==> config.mk <==
export PLATFORM = sky130hd
export DESIGN_NAME = uart_rx
export DESIGN_NICKNAME = d
export VERILOG_FILES = /design/src/rtl/uart_pkg.sv /design/src/rtl/uart_sync.sv /design/src/rtl/uart_rx.sv
export SDC_FILE = /design/constraint.sdc
export NUM_CORES = 1
export LEC_CHECK = 0
export CAP_MARGIN = 10
export CORE_MARGIN = 3
export CORE_UTILIZATION = 29
export DETAILED_ROUTE_END_ITERATION = 10
export PLACE_DENSITY_LB_ADDON = 0.15
export SLEW_MARGIN = 0
export SYNTH_ARGS = -nofsm -noshare
export SYNTH_HDL_FRONTEND = slang
export SYNTH_SLANG_ARGS = --single-unit
==> constraint.sdc <==
create_clock -name clk -period 2.61 [get_ports clk]
set_input_delay 0.522 -clock clk [delete_from_list [all_inputs] [get_ports clk]]
set_output_delay 0.522 -clock clk [all_outputs]
set_load 0.01 [all_outputs]
==> src/rtl/uart_pkg.sv <==
// rtl/uart_pkg.sv - shared UART state encoding, timing constants and bit-period helper
package uart_pkg;

  localparam int OVERSAMPLE = 8;
  localparam int PRESCALE_W = 16;
  localparam int COUNTER_W  = 19;

  typedef enum logic [1:0] {
    IDLE  = 2'd0,
    START = 2'd1,
    DATA  = 2'd2,
    STOP  = 2'd3
  } uart_state_t;

  // One bit period in clk cycles; a prescale of 0 is treated as 1.
  function automatic logic [COUNTER_W-1:0] bit_period(input logic [PRESCALE_W-1:0] prescale);
    logic [COUNTER_W-1:0] w_ps;
    w_ps = (prescale == '0) ? COUNTER_W'(1) : COUNTER_W'(prescale);
    return w_ps * COUNTER_W'(OVERSAMPLE);
  endfunction

endpackage

==> src/rtl/uart_sync.sv <==
// rtl/uart_sync.sv - N-flop synchronizer for an asynchronous input, resets to 1
module uart_sync #(
  parameter int STAGES = 2
) (
  input  logic clk,
  input  logic rst_n,
  input  logic i_async,
  output logic o_sync
);

  logic [STAGES-1:0] r_chain;

  // Shift the asynchronous input through the flop chain; reset to line-idle
  always_ff @(posedge clk or negedge rst_n) begin
    if (!rst_n) begin
      r_chain <= '1;
    end else begin
      r_chain <= {r_chain[STAGES-2:0], i_async};
    end
  end

  assign o_sync = r_chain[STAGES-1];

endmodule

==> src/rtl/uart_rx.sv <==
// rtl/uart_rx.sv - UART receiver with AXI4-Stream-style one-entry output register
module uart_rx
  import uart_pkg::*;
#(
  parameter int DATA_WIDTH = 8
) (
  input  logic                  clk,
  input  logic                  rst_n,
  output logic [DATA_WIDTH-1:0] output_axi_tdata,
  output logic                  output_axi_tvalid,
  input  logic                  output_axi_tready,
  input  logic                  rxd,
  output logic                  busy,
  output logic                  overrun_error,
  output logic                  frame_error,
  input  logic [PRESCALE_W-1:0] prescale
);

  localparam int BIT_CNT_W = $clog2(DATA_WIDTH + 1);
  localparam int SYNC_STAGES = 2;

  logic                  w_rxd;
  logic [COUNTER_W-1:0]  w_new_period;
  logic                  w_tick;

  uart_state_t           r_state;
  logic [COUNTER_W-1:0]  r_counter;
  logic [COUNTER_W-1:0]  r_period;
  logic [BIT_CNT_W-1:0]  r_bit_cnt;
  logic [DATA_WIDTH-1:0] r_shift;
  logic [DATA_WIDTH-1:0] r_tdata;
  logic                  r_tvalid;
  logic                  r_busy;
  logic                  r_overrun;
  logic                  r_frame;
  logic                  r_armed;
  logic [1:0]            r_warm;

  uart_sync #(.STAGES(SYNC_STAGES)) u_sync (
    .clk     (clk),
    .rst_n   (rst_n),
    .i_async (rxd),
    .o_sync  (w_rxd)
  );

  assign w_new_period = bit_period(prescale);
  assign w_tick       = (r_counter == '0);

  // Frame receiver: arming, start detection, mid-bit sampling, output register and error pulses.
  // The synchronizer resets to idle-high, so its output is only trusted for arming once it
  // has been flushed with real samples; otherwise a line held low across reset would arm falsely.
  always_ff @(posedge clk or negedge rst_n) begin
    if (!rst_n) begin
      r_state   <= IDLE;
      r_counter <= '0;
      r_period  <= '0;
      r_bit_cnt <= '0;
      r_shift   <= '0;
      r_tdata   <= '0;
      r_tvalid  <= 1'b0;
      r_busy    <= 1'b0;
      r_overrun <= 1'b0;
      r_frame   <= 1'b0;
      r_armed   <= 1'b0;
      r_warm    <= '0;
    end else begin
      r_overrun <= 1'b0;
      r_frame   <= 1'b0;
      if (r_tvalid && output_axi_tready) begin
        r_tvalid <= 1'b0;
      end
      if (r_warm != 2'(SYNC_STAGES)) begin
        r_warm <= r_warm + 2'd1;
      end else if (w_rxd) begin
        r_armed <= 1'b1;
      end

      case (r_state)
        IDLE: begin
          if (!w_rxd && r_armed) begin
            r_state   <= START;
            r_busy    <= 1'b1;
            r_period  <= w_new_period;
            r_counter <= (w_new_period >> 1) - COUNTER_W'(1);
          end
        end
        START: begin
          if (!w_tick) begin
            r_counter <= r_counter - COUNTER_W'(1);
          end else if (w_rxd) begin
            r_state <= IDLE;
            r_busy  <= 1'b0;
          end else begin
            r_state   <= DATA;
            r_bit_cnt <= BIT_CNT_W'(DATA_WIDTH);
            r_counter <= r_period - COUNTER_W'(1);
          end
        end
        DATA: begin
          if (!w_tick) begin
            r_counter <= r_counter - COUNTER_W'(1);
          end else begin
            r_shift   <= (r_shift >> 1) | (DATA_WIDTH'(w_rxd) << (DATA_WIDTH - 1));
            r_bit_cnt <= r_bit_cnt - BIT_CNT_W'(1);
            r_counter <= r_period - COUNTER_W'(1);
            if (r_bit_cnt == BIT_CNT_W'(1)) begin
              r_state <= STOP;
            end
          end
        end
        STOP: begin
          if (!w_tick) begin
            r_counter <= r_counter - COUNTER_W'(1);
          end else begin
            r_state <= IDLE;
            r_busy  <= 1'b0;
            if (w_rxd) begin
              r_tdata   <= r_shift;
              r_tvalid  <= 1'b1;
              r_overrun <= r_tvalid && !output_axi_tready;
            end else begin
              // Break condition: stay disarmed until the line returns high.
              r_frame <= 1'b1;
              r_armed <= 1'b0;
            end
          end
        end
        default: begin
          r_state <= IDLE;
          r_busy  <= 1'b0;
        end
      endcase
    end
  end

  assign output_axi_tdata  = r_tdata;
  assign output_axi_tvalid = r_tvalid;
  assign busy              = r_busy;
  assign overrun_error     = r_overrun;
  assign frame_error       = r_frame;

endmodule

# After elaboration in Yosys (flattened, before gate mapping)
# Index checks and enable logic that the tools add are counted.
dict set report op_classes {
  n_eq_ne 14
  n_bitwise 1
  mux 38
  n_reduce_logical 17
  n_addsub 5
}
# operator n
set op_table {}
lappend op_table {{$mux W19} 5}
lappend op_table {{$pmux W19 S4} 1}
lappend op_table {{$sub A19 B1 Y19 const B} 2}
lappend op_table {{$logic_not A19 Y1} 1}
lappend op_table {{$mux W1} 19}
lappend op_table {{$sub A18 B1 Y19 const B} 1}
lappend op_table {{$logic_not A16 Y1} 1}
lappend op_table {{$mux W16} 1}
lappend op_table {{$ne A2 B2 Y1 const B} 8}
lappend op_table {{$mux W2} 6}
lappend op_table {{$mux W4} 3}
lappend op_table {{$reduce_and A5 Y1} 2}
lappend op_table {{$or A7 B8 Y8} 1}
lappend op_table {{$pmux W2 S4} 1}
lappend op_table {{$pmux W4 S2} 1}
lappend op_table {{$reduce_and A3 Y1} 2}
lappend op_table {{$eq A2 B2 Y1 const B} 2}
lappend op_table {{$eq A4 B1 Y1 const B} 1}
lappend op_table {{$reduce_and A2 Y1} 2}
lappend op_table {{$reduce_and A4 Y1} 1}
lappend op_table {{$sub A4 B1 Y4 const B} 1}
lappend op_table {{$logic_and A1 B1 Y1} 3}
lappend op_table {{$ne A3 B3 Y1 const B} 1}
lappend op_table {{$pmux W1 S3} 1}
lappend op_table {{other kinds (7)} 8}
dict set report totals {
  inputBits 20
  register_bits 66
  out_inout_bits 12
}

# Longest topological paths before layout
# Gate-level depths: netlist of run 1.
dict set report logic_depth {
  ltp_word 5
  depth_mapped 12
  depth_no_buf 10
}

# Modules after synthesis
# A second synthesis of run 1 with hierarchy kept.
dict set report unflattened {
  cells_unflattened 435
  area_unflattened_um2 4182.8
}
# module area_per_inst_um2 cells_per_inst instances
set by_module_without_submodules {}
lappend by_module_without_submodules {uart_rx 4130.2 433 1}
lappend by_module_without_submodules {uart_sync 52.6 2 1}

# Least setup slack after synthesis of run 1
# OpenSTA, ideal clock, no wires.
dict set report synth_timing {
  path_type {input port to flip-flop}
  from {in prescale[9]}
  to {reg r_counter[10]}
  path_slack_ns -0.444
  arrival_time_ns 2.932
  setup_time_ns 0.122
  required_time_ns 2.488
  stages 12
  cell_sequence {or4_4 and4bb_2 buf_2 a31oi_1 ha_1 or3b_2 clkbuf_1 nor3_1 xnor2_1 nand2_1 a31o_2 a32o_1}
}
dict set report synth_via {
  elab_chain_len 5
}
# item line_no
set synth_rtl {}
lappend synth_rtl {{from (decl)} uart_rx.sv:16} ;# input logic [PRESCALE_W-1:0] prescale
lappend synth_rtl {{$logic_not A16 Y1} uart_pkg.sv:18} ;# w_ps = (prescale == '0) ? COUNTER_W'(1) : COUNTER_W'(prescale);
lappend synth_rtl {{$mux W16} uart_pkg.sv:18}
lappend synth_rtl {{$sub A18 B1 Y19} uart_rx.sv:84} ;# r_counter <= (w_new_period >> 1) - COUNTER_W'(1);
lappend synth_rtl {{$mux W19} uart_rx.sv:80} ;# if (!w_rxd && r_armed) begin
lappend synth_rtl {{$pmux W19 S4} uart_rx.sv:78} ;# case (r_state)
lappend synth_rtl {{to (signal assigned)} uart_rx.sv:84}
lappend synth_rtl {{to (signal assigned)} uart_rx.sv:89} ;# r_counter <= r_counter - COUNTER_W'(1);
lappend synth_rtl {{to (signal assigned)} uart_rx.sv:96} ;# r_counter <= r_period - COUNTER_W'(1);
lappend synth_rtl {{to (decl)} uart_rx.sv:27} ;# logic [COUNTER_W-1:0] r_counter;
# No other way between the ends. The select of a mux whose other input is x is not followed.
# A chain may end at the register's enable or synchronous reset.

# Worst setup path after layout of run 1
dict set report layout_timing {
  from {in prescale[8]}
  to {reg r_counter[12]}
}
dict set report layout_via {
  elab_chain_len 5
}
# item line_no
set layout_rtl {}
lappend layout_rtl {{$logic_not A16 Y1} uart_pkg.sv:18}
lappend layout_rtl {{$mux W16 *} uart_pkg.sv:18}
lappend layout_rtl {{$sub A18 B1 Y19 *} uart_rx.sv:84}
lappend layout_rtl {{$mux W19 *} uart_rx.sv:80}
lappend layout_rtl {{$pmux W19 S4 *} uart_rx.sv:78}
# Every way passes the cells marked *; elsewhere a longest branch is shown, timed or not. The select of a mux whose other input is x is not followed.

==> results of run 1 <==
-- metal layers --
| metal | vias to the layer above | part of all wire |
|---|---|---|
| met4 | 0 | 0.017 |
| li1 | 1802 | - |
| met1 | 1777 | 0.49 |
| met5 | - | 0 |
| met2 | 56 | 0.46 |
| met3 | 12 | 0.037 |
-- registers in the layout (all words and copies together), names as in the netlist, named ones only --
name,cells
busy,1
frame_error,1
output_axi_tdata,8
output_axi_tvalid,1
overrun_error,1
r_armed,1
r_bit_cnt,4
r_counter,19
r_period,16
r_shift,8
r_state,1
r_warm,2
u_sync.r_chain,2
-- kinds of logic (layout without fill, tap and decap cells) --
| group | after synthesis | in the layout |
|---|---|---|
| AO/OA/AOI/OAI | 108 | 108 |
| XOR/XNOR | 25 | 25 |
| adder cells (fa/ha/maj) | 12 | 12 |
| buffers and inverters | 38 | 128 |
| flip-flops | 66 | 66 |
| multiplexers | 31 | 31 |
| AND/OR/NAND/NOR | 163 | 163 |
-- layout make-up --
cell class                 instances  area, um^2
fill                            1432        8468
multi-input combinational        339        2405
sequential                        66        1654
timing repair buffer              95       814.5
clock buffer                      10       239.0
tap                              180       225.2
clock inverter                     6       65.06
inverter                          17       63.81
-- cell usage after synthesis (5+ instances only) --
| cell | instances |
|---|---|
| sky130_fd_sc_hd__nor2_1 | 25 |
| sky130_fd_sc_hd__xnor2_1 | 17 |
| sky130_fd_sc_hd__buf_2 | 7 |
| sky130_fd_sc_hd__nand2_1 | 48 |
| sky130_fd_sc_hd__a31oi_1 | 8 |
| sky130_fd_sc_hd__inv_1 | 17 |
| sky130_fd_sc_hd__ha_1 | 12 |
| sky130_fd_sc_hd__nor2b_1 | 5 |
| sky130_fd_sc_hd__dfrtp_1 | 64 |
| sky130_fd_sc_hd__nor3_1 | 20 |
| sky130_fd_sc_hd__nand3_1 | 12 |
| sky130_fd_sc_hd__o41ai_1 | 5 |
| sky130_fd_sc_hd__nor4_1 | 9 |
| sky130_fd_sc_hd__a21oi_1 | 20 |
| sky130_fd_sc_hd__xor2_1 | 8 |
| sky130_fd_sc_hd__mux2_2 | 30 |
| sky130_fd_sc_hd__clkbuf_1 | 9 |
| sky130_fd_sc_hd__o21ai_0 | 24 |
-- power by group through the flow --
stage                     combinational (W)  sequential, W  clock [W]
final                               0.00237        0.00169    0.00126
after global routing                0.00265        0.00174    0.00134
after CTS                           0.00238        0.00168    0.00129
after detailed placement            0.00236        0.00170          0
after global placement              0.00233        0.00170          0
after floorplan                     0.00167        0.00159          0
-- what timing repair did --
item / in CTS / in global routing
hold endpoints to repair: 0 / 0
pin swaps: 8 / 9
resized for setup: 24 / 12
gates cloned: 0 / 0
setup endpoints to repair: 8 / 5
hold buffers: 0 / 0
buffers inserted: 3 / 2
-- path summary, 6_finish.rpt --
kind,start,cells after the start,slack (ns),endpoint
worst max-delay path,prescale[8],12,0.03,r_counter[12]
worst min register to register,u_sync.r_chain[0],0,0.36,u_sync.r_chain[1]
worst max register to register,r_period[7],6,0.27,r_counter[16]
worst min-delay path,rst_n,1,0.20,r_bit_cnt[1]
max in group asynchronous,rst_n,2,1.70,u_sync.r_chain[1]
min in group clk,u_sync.r_chain[0],0,0.36,u_sync.r_chain[1]
-- per-stage QoR --
stage	hold slack [ns]	worst slack [ns]	std cells	setup TNS [ns]	area (um^2)
6_report	0.1964	0.02842	713	0	5466
5_1_grt	0.2356	-0.06208	713	-0.07289	5466
4_1_cts	0.2103	0.004304	711	0	5400
3_5_place_dp	0.3488	-0.6606	692	-5.834	5069
3_3_place_gp	0.3518	-0.6069	692	-5.318	5069
2_1_floorplan	0.2264	-0.2324	443	-0.6298	4197
-- worst max-delay path: cells and delay by family --
family	cells	cell delay [ns]
xor gates and xnor gates	1	0.15
and+or+nand+nor	5	1.32
buffers and inverters	2	0.21
AOI/OAI and AO/OA	3	0.41
adders and majority gates	1	0.19
==> results.ini, run 1 <==
[detailed_routing]
drtPass1Iterations = 4
drc_violation_total_after_the_first_tritonroute_iteration = 180
ant_nets = 0
via_count = 3647
average_wire_per_cell_in_the_routed_design_um = 16.65
drc_errors = 0
drt-vias-per-instance = 5.115
drt-total-wl_um = 11870

[setup_path]
slowest_stage = sky130_fd_sc_hd__or4_4
timing.critical_path.from_type = input pin
worstPathArrival_ns = 2.79
crit_path_frequent_cell = sky130_fd_sc_hd__buf_6
criticalPathCategory = in2reg
critPathMaxStageDelay_ns = 0.52
crit_required_ns = 2.82
critPathMaxFanout = 5
critical_path.endpoint_type = flop
crit_chain = buf_6, or4_4, and4bb_2, a31oi_4, ha_2, or3b_4, buf_6, nor3_4, xnor2_1, nand2_1, a31oi_1, o22ai_1

[logic_synthesis]
post_synth_instance_area_um2 = 4158
yosysTopAreaCellShare = 0.3852
synth_cell_types = 72
syn_inst = 443
synth_fp_nets = 475
yosysSeqAreaShare = 0.3978
synth-adder-area-share = 0.03611
synthFlopType = sky130_fd_sc_hd__dfrtp_1
synth.mux.area_fraction = 0.08366
synth_area_leaders = sky130_fd_sc_hd__dfrtp_1 39%, sky130_fd_sc_hd__mux2_2 8.1%, sky130_fd_sc_hd__nand2_1 4.3%, sky130_fd_sc_hd__ha_1 3.6%, sky130_fd_sc_hd__xnor2_1 3.6%
synth_warnings = 0
synthDominantAreaCellType = sky130_fd_sc_hd__dfrtp_1
syn-mean-instance-area_um2 = 9.385
async_flop_share = 1.000
number_of_enable_flip_flop_cells_after_synthesis = 0
synth_top_family_by_area = simple AND/OR/NAND/NOR gates
post_synth_and_or_nand_nor_area_fraction = 0.2070
synth-seq-cells = 66
synth_xor_xnor_area_share = 0.05266
synth_compound_area_frac = 0.1809

[power_and_ir_drop]
combPwrFrac = 0.446
power.switching_fraction = 0.4046
power.internal_w = 0.003164
power_density_nw_per_um2 = 972.1
power_switching_w = 0.002150
leak_nw = 2.333
power.ir.vdd_worst_v = 0.0003383
flop_pwr_share = 0.318
p_total_w = 0.005314
clock_power_share = 0.236

[floorplan]
boundaryPins = 32
coreArea_um2 = 13930
die_width_um = 125.7
area_enclosed_by_the_die_boundary_um2 = 15810
chipHeight_um = 125.7
start_util = 0.2984
row_count = 43

[cells_and_area]
post-route-util = 0.3923
diodes = 0
final_layout_size_suffix_gt1_frac = 0.2777
mostFrequentLayoutCells = 64 x sky130_fd_sc_hd__dfrtp_1, 61 x sky130_fd_sc_hd__buf_4, 48 x sky130_fd_sc_hd__nand2_1
mostFrequentLayoutCell = sky130_fd_sc_hd__dfrtp_1
area_growth_syn_to_layout_pct = 31.48
finalNetCount = 560

[timing]
timing.final.crit_period_ns = 2.582
setup_repair_after_global_routing_missed_its_margin = true
count_of_endpoints_failing_setup_in_the_final_report = 0
timing.slew.headroom = 0.5688
final.setup_skew_ns = 0.005300
min_period_over_period = 0.9891
worst_slew_pin_tran_ns = 0.6409
timing.fmax_mhz = 387.4
hold_violations = 0
number_of_slew_limit_violations_in_the_final_report = 0

[run_status]
run_status = completed

[grt]
grt_busiest_layer = met2
global_route.overflow_total = 0
antenna_violations_before_repair = 0
grt.total_usage = 0.1563
wire_length_of_the_first_global_routing_pass_um = 19690
groute.layer.met1.usage = 0.2185
grt_pass1_vias = 3671
use_met3 = 0.03011
grt_start_max_net_pins = 44
grt_util_met2 = 0.2407

[place]
port_buffers = 31
place_congestion = 0.8467
detailed_place_hpwl_um = 8951

[clocking]
cts_made_buffers = 9
clk-insertion-delay-late_ns = 0.34
cts_tree = done
clk_pin_slew_ns = 0.06
cts_num_sinks = 66
ctsLongestPathBuffers = 2
cts_htree_levels = 3
root_buffer = sky130_fd_sc_hd__clkbuf_16

[hold_path]
hold_path.class = in2async

[flow_run]
max-cap-violations = 0

No activity file was read; power rests on OpenSTA's default activity.
==> run 2, diff against run 1 <==
--- a/config.mk
+++ b/config.mk
@@ -6,7 +6,6 @@
 export NUM_CORES = 1
 export LEC_CHECK = 0
 export CAP_MARGIN = 10
-export CORE_MARGIN = 3
 export CORE_UTILIZATION = 29
 export DETAILED_ROUTE_END_ITERATION = 10
 export PLACE_DENSITY_LB_ADDON = 0.15
==> run 2 against run 1 <==
Against the previous run:
- die area fell by 6.3%
- total power decreased by 1.8%
- critical path type unchanged
- critical endpoint is now r_counter[10]
- worst setup slack worse by 0.0094 ns
- sequential power about the same
- first-iteration DRC count is 12% higher
- largest power group unchanged
- combinational power about the same
- wire length is 2.1% lower
- sequential share of layout area up 0.21 points
- register-to-register slack got worse by 0.06 ns
- fmax is 0.36% lower
==> results.ini, run 2 (synthesized netlist as in run 1, its figures left out) <==
[cells_and_area]
finalNetCount = 558  ; was 560
mostFrequentLayoutCells = 64 x sky130_fd_sc_hd__dfrtp_1, 59 x sky130_fd_sc_hd__buf_4, 48 x sky130_fd_sc_hd__nand2_1  ; was 64 x sky130_fd_sc_hd__dfrtp_1, 61 x sky130_fd_sc_hd__buf_4, 48 x sky130_fd_sc_hd__nand2_1
largest_registers = r_counter x19, r_period x16  ; unchanged
largest_reg_flops = 19  ; unchanged
mostFrequentLayoutCell = sky130_fd_sc_hd__dfrtp_1  ; unchanged
diodes = 0  ; unchanged
final_layout_size_suffix_gt1_frac = 0.2768  ; was 0.2777
max_flop_register = r_counter  ; unchanged
area_growth_syn_to_layout_pct = 30.57  ; was 31.48%

[setup_path]
crit_buf_inv = 1  ; was 2
critical_path.endpoint_type = flop  ; unchanged
slowest_stage = sky130_fd_sc_hd__or4_4  ; unchanged
worstPathArrival_ns = 2.82  ; was 2.79 ns
crit_required_ns = 2.84  ; was 2.82 ns
critPathMaxStageDelay_ns = 0.52  ; about the same
timing.critical_path.from_type = input pin  ; unchanged
worst_path_dominant_cell_family = simple AND/OR/NAND/NOR gates  ; unchanged
criticalPathCategory = in2reg  ; unchanged
crit_chain = buf_6, or4_4, and4bb_2, a31oi_4, ha_2, or3b_4, nor3_4, xnor2_1, nand2_1, a31o_2, a32o_1  ; was buf_6, or4_4, and4bb_2, a31oi_4, ha_2, or3b_4, buf_6, nor3_4, xnor2_1, nand2_1, a31oi_1, o22ai_1
critPathMaxFanout = 4  ; was 5

[timing]
final.setup_skew_ns = 0.005205  ; was 0.005300 ns
min_period_over_period = 0.9927  ; was 0.9891
worst_slew_pin_tran_ns = 0.7505  ; was 0.6409 ns
timing.final.ws_setup_ns = 0.01907  ; was 0.02842 ns
setup_repair_after_global_routing_missed_its_margin = true  ; unchanged
timing.final.crit_period_ns = 2.591  ; was 2.582 ns
timing.slew.headroom = 0.4997  ; was 0.5688
hold_violations = 0  ; unchanged
timing.fmax_mhz = 386.0  ; was 387.4 MHz
count_of_endpoints_failing_setup_in_the_final_report = 0  ; unchanged
number_of_slew_limit_violations_in_the_final_report = 0  ; unchanged

[detailed_routing]
drtPass1Iterations = 4  ; unchanged
drc_violation_total_after_the_first_tritonroute_iteration = 202  ; was 180
via_count = 3657  ; was 3647
ant_nets = 0  ; unchanged
average_wire_per_cell_in_the_routed_design_um = 16.34  ; was 16.65 um
drc_errors = 0  ; unchanged
drt-total-wl_um = 11620  ; was 11870 um
drt-vias-per-instance = 5.143  ; was 5.115

[floorplan]
area_enclosed_by_the_die_boundary_um2 = 14820  ; was 15810 um^2
die_width_um = 121.7  ; was 125.7 um
chipHeight_um = 121.7  ; was 125.7 um
row_count = 43  ; unchanged
boundaryPins = 32  ; unchanged
coreArea_um2 = 13930  ; unchanged
start_util = 0.2984  ; unchanged

[grt]
global_route.overflow_total = 0  ; unchanged
grt_pass1_vias = 3691  ; was 3671
grt.total_usage = 0.1749  ; was 0.1563
antenna_violations_before_repair = 0  ; unchanged
wire_length_of_the_first_global_routing_pass_um = 19610  ; was 19690 um
grt_start_max_net_pins = 30  ; was 44

[place]
detailed_place_hpwl_um = 8878  ; was 8951 um
preCtsSetupSlack_ns = -0.7084  ; was -0.6606 ns
port_buffers = 31  ; unchanged
place_congestion = 0.8264  ; was 0.8467

[clocking]
cts_tree = done  ; unchanged
root_buffer = sky130_fd_sc_hd__clkbuf_16  ; unchanged
hold_buf_cts = 0  ; unchanged
ctsLongestPathBuffers = 2  ; unchanged
cts_num_sinks = 66  ; unchanged
cts_htree_levels = 3  ; unchanged
cts_made_buffers = 9  ; unchanged
clk_pin_slew_ns = 0.05  ; was 0.06 ns
clk-insertion-delay-late_ns = 0.34  ; about the same

[power_and_ir_drop]
p_total_w = 0.005220  ; was 0.005314 W
leak_nw = 2.294  ; was 2.333 nW
power.ir.vdd_worst_v = 0.0003711  ; was 0.0003383 V
power_density_nw_per_um2 = 961.4  ; was 972.1 nW/um^2

[hold_path]
hold_path.class = in2async  ; unchanged

[run_status]
run_status = completed  ; unchanged

[flow_run]
max-cap-violations = 0  ; unchanged

[run 2: per-stage QoR]
stage	area, um^2	setup TNS (ns)	utilization	hold WS, ns	instances
final	5429	0	0.3896	0.2188	711
after global routing	5429	-0.2253	0.3896	0.2794	711
after CTS	5391	-0.005144	0.3869	0.2403	710
after detailed placement	5076	-6.248	0.3643	0.3470	693
after global placement	5076	-5.515	0.3643	0.3465	693
after floorplan	4197	-0.6298	-	0.2264	443
[run 2: power breakdown]
part | total, W | switching, W | leakage [nW] | internal, W
combinational | 0.00239 | 0.00131 | 1.33 | 0.00108
clock | 0.00115 | 0.000453 | 0.139 | 0.000692
sequential | 0.00168 | 0.000357 | 0.826 | 0.00133
total | 0.00522 | 0.00212 | 2.29 | 0.00310
[run 2: worst reg2reg max path, delay by kind of cell (launching register included)]
family	cells	cell delay (ns)
DFF	1	0.42
xor gates and xnor gates	1	0.19
and+or+nand+nor	3	1.20
AOI/OAI and AO/OA	2	0.47
[run 2: final timing paths]
check	startpoint	endpoint	slack, ns	cells after the start
worst max-delay path	prescale[9]	r_counter[10]	0.02	11
worst min register to register	u_sync.r_chain[0]	u_sync.r_chain[1]	0.35	0
min in group clk	u_sync.r_chain[0]	u_sync.r_chain[1]	0.35	0
worst max register to register	r_period[7]	r_counter[16]	0.21	6
worst min-delay path	rst_n	output_axi_tdata[4]	0.22	1
max in group asynchronous	rst_n	r_period[8]	1.74	2
[run 2: area by class of cell]
type / instances / area (um^2)
fill: 1378 / 8506
multi-input combinational: 339 / 2407
sequential: 66 / 1654
timing repair buffer: 93 / 795.8
clock buffer: 12 / 256.5
tap: 180 / 225.2
inverter: 17 / 63.81
clock inverter: 4 / 26.28
[run 2: repair_timing]
action / in CTS / in global routing
resized for setup: 29 / 9
setup buffers: 1 / 1
setup endpoints to repair: 8 / 5
pin swaps: 11 / 3
hold endpoints to repair: 0 / 0
[run 2: metal layers]
metal / global-route usage / up-vias / routed length (um)
met2: 0.2610 / 69 / 5128
met4: 0.07639 / 0 / 242
met5: 0 / - / 0
met1: 0.2442 / 1770 / 5826
met3: 0.03371 / 18 / 423
li1: - / 1800 / -
==> run 3, diff against run 2 <==
--- a/config.mk
+++ b/config.mk
@@ -9,6 +9,7 @@
 export CORE_UTILIZATION = 29
 export DETAILED_ROUTE_END_ITERATION = 10
 export PLACE_DENSITY_LB_ADDON = 0.15
+export SKIP_LAST_GASP = 1
 export SLEW_MARGIN = 0
 export SYNTH_ARGS = -nofsm -noshare
 export SYNTH_HDL_FRONTEND = slang
==> run 3 against run 2 <==
Against the previous run:
- final area is essentially flat
- sequential share of layout area about the same
- wire length about the same
- critical path depth stayed put
- register-to-register slack is essentially flat
- hold slack about the same
- clock skew fell by 0.00055 ns
- first-iteration DRC count shrank 3.5%
- critical path type unchanged
- largest cell class unchanged
- largest power group unchanged
==> results.ini, run 3 (synthesized netlist as in run 1, its figures left out) <==
[run_status]
run_status = completed  ; unchanged

[clocking]
cts_made_buffers = 9  ; unchanged
hold_buf_cts = 0  ; unchanged
cts_num_sinks = 66  ; unchanged
root_buffer = sky130_fd_sc_hd__clkbuf_16  ; unchanged
ctsLongestPathBuffers = 2  ; unchanged
cts_htree_levels = 3  ; unchanged
clk_pin_slew_ns = 0.05  ; about the same
clk-insertion-delay-late_ns = 0.34  ; about the same
cts_tree = done  ; unchanged

[cells_and_area]
diodes = 0  ; unchanged
post-route-util = 0.3894  ; was 0.3896
area_growth_syn_to_layout_pct = 30.51  ; was 30.57%
final_layout_size_suffix_gt1_frac = 0.2768  ; unchanged
max_flop_register = r_counter  ; unchanged
mostFrequentLayoutCells = 64 x sky130_fd_sc_hd__dfrtp_1, 59 x sky130_fd_sc_hd__buf_4, 48 x sky130_fd_sc_hd__nand2_1  ; unchanged
mostFrequentLayoutCell = sky130_fd_sc_hd__dfrtp_1  ; unchanged
final-instance-count-excl-fill = 711  ; unchanged
largest_reg_flops = 19  ; unchanged
finalNetCount = 558  ; unchanged
largest_registers = r_counter x19, r_period x16  ; unchanged

[timing]
timing.slew.headroom = 0.4999  ; was 0.4997
count_of_endpoints_failing_setup_in_the_final_report = 0  ; unchanged
number_of_slew_limit_violations_in_the_final_report = 0  ; unchanged
worst_slew_pin_tran_ns = 0.7501  ; was 0.7505 ns
timing.fmax_mhz = 386.0  ; about the same
min_period_over_period = 0.9927  ; about the same
final.setup_skew_ns = 0.004660  ; was 0.005205 ns
setup_repair_after_global_routing_missed_its_margin = true  ; unchanged
timing.final.crit_period_ns = 2.591  ; about the same
final.setup.tns_ns = 0  ; unchanged
hold_violations = 0  ; unchanged

[detailed_routing]
drc_violation_total_after_the_first_tritonroute_iteration = 195  ; was 202
drtPass1Iterations = 4  ; unchanged
drt-total-wl_um = 11630  ; was 11620 um
ant_nets = 0  ; unchanged
via_count = 3659  ; was 3657
drt-vias-per-instance = 5.146  ; was 5.143
drc_errors = 0  ; unchanged
average_wire_per_cell_in_the_routed_design_um = 16.35  ; was 16.34 um

[floorplan]
coreArea_um2 = 13930  ; unchanged
die_width_um = 121.7  ; unchanged
chipHeight_um = 121.7  ; unchanged
area_enclosed_by_the_die_boundary_um2 = 14820  ; unchanged
start_util = 0.2984  ; unchanged
boundaryPins = 32  ; unchanged
row_count = 43  ; unchanged

[hold_path]
hold_path.class = in2async  ; unchanged

[setup_path]
crit_required_ns = 2.84  ; about the same
worstPathArrival_ns = 2.82  ; about the same
slowest_stage = sky130_fd_sc_hd__or4_4  ; unchanged
critical_path.endpoint_type = flop  ; unchanged
crit_buf_inv = 1  ; unchanged
critPathMaxStageDelay_ns = 0.52  ; about the same
timing.critical_path.from_type = input pin  ; unchanged
criticalPathCategory = in2reg  ; unchanged
crit_chain = buf_6, or4_4, and4bb_2, a31oi_4, ha_2, or3b_4, nor3_4, xnor2_1, nand2_1, a31o_2, a32o_1  ; unchanged
worst_path_dominant_cell_family = simple AND/OR/NAND/NOR gates  ; unchanged
critPathMaxFanout = 4  ; unchanged
regToRegSetupSlack_ns = 0.21  ; about the same

[power_and_ir_drop]
power.ir.vdd_worst_v = 0.0003713  ; was 0.0003711 V
leak_nw = 2.285  ; was 2.294 nW
power_density_nw_per_um2 = 962.6  ; was 961.4 nW/um^2
p_total_w = 0.005223  ; was 0.005220 W

[grt]
grt_start_max_net_pins = 30  ; unchanged
wire_length_of_the_first_global_routing_pass_um = 19610  ; unchanged
antenna_violations_before_repair = 0  ; unchanged
grt_pass1_vias = 3691  ; unchanged
global_route.overflow_total = 0  ; unchanged
grt.total_usage = 0.1749  ; unchanged

[place]
detailed_place_hpwl_um = 8878  ; unchanged
port_buffers = 31  ; unchanged
placed_instances = 693  ; unchanged
place_congestion = 0.8264  ; unchanged

[flow_run]
max-cap-violations = 0  ; unchanged

==> run 3: metrics by stage <==
stage | cell area [um^2] | worst slack, ns | hold WS, ns
after CTS | 5391 | -0.005144 | 0.2403
after global routing | 5426 | -0.07419 | 0.2794
after global placement | 5076 | -0.6393 | 0.3465
after detailed placement | 5076 | -0.7084 | 0.3470
after floorplan | 4197 | -0.2324 | 0.2264
final | 5426 | 0.01911 | 0.2187
==> run 3: area by class of cell <==
type / count / area, um^2
fillers: 1379 / 8508
inverters: 17 / 63.81
multi-input cells: 339 / 2407
repair buffers: 93 / 793.3
clock inverters: 4 / 26.28
clock buffers: 12 / 256.5
well taps: 180 / 225.2
flip-flops and latches: 66 / 1654
==> run 3: where the power goes <==
| part | internal [W] | total (W) | switching, W |
|---|---|---|---|
| clock network | 0.000692 | 0.00115 | 0.000456 |
| logic | 0.00108 | 0.00239 | 0.00131 |
| registers | 0.00133 | 0.00168 | 0.000357 |
| total | 0.00310 | 0.00522 | 0.00212 |
==> run 3: metal layers <==
metal | wire length, um | GRT usage | vias up
met3 | 424 | 0.03371 | 18
met5 | 0 | 0 | -
li1 | - | - | 1802
met1 | 5825 | 0.2442 | 1771
met4 | 242 | 0.07639 | 0
met2 | 5133 | 0.2610 | 68
==> run 3: final timing paths <==
path	end	cells past startpoint	start
max	r_counter[10]	11	prescale[9]
min	output_axi_tdata[4]	1	rst_n
max reg2reg	r_counter[16]	6	r_period[7]
min reg2reg	u_sync.r_chain[1]	0	u_sync.r_chain[0]
max in group asynchronous	r_period[8]	2	rst_n
min in group clk	u_sync.r_chain[1]	0	u_sync.r_chain[0]
==> run 3: repair_timing <==
item,4_1_cts,5_1_grt
pin swaps,11,3
resized for setup,29,8
endpoints found under the setup margin,8,5
buffers inserted,1,1
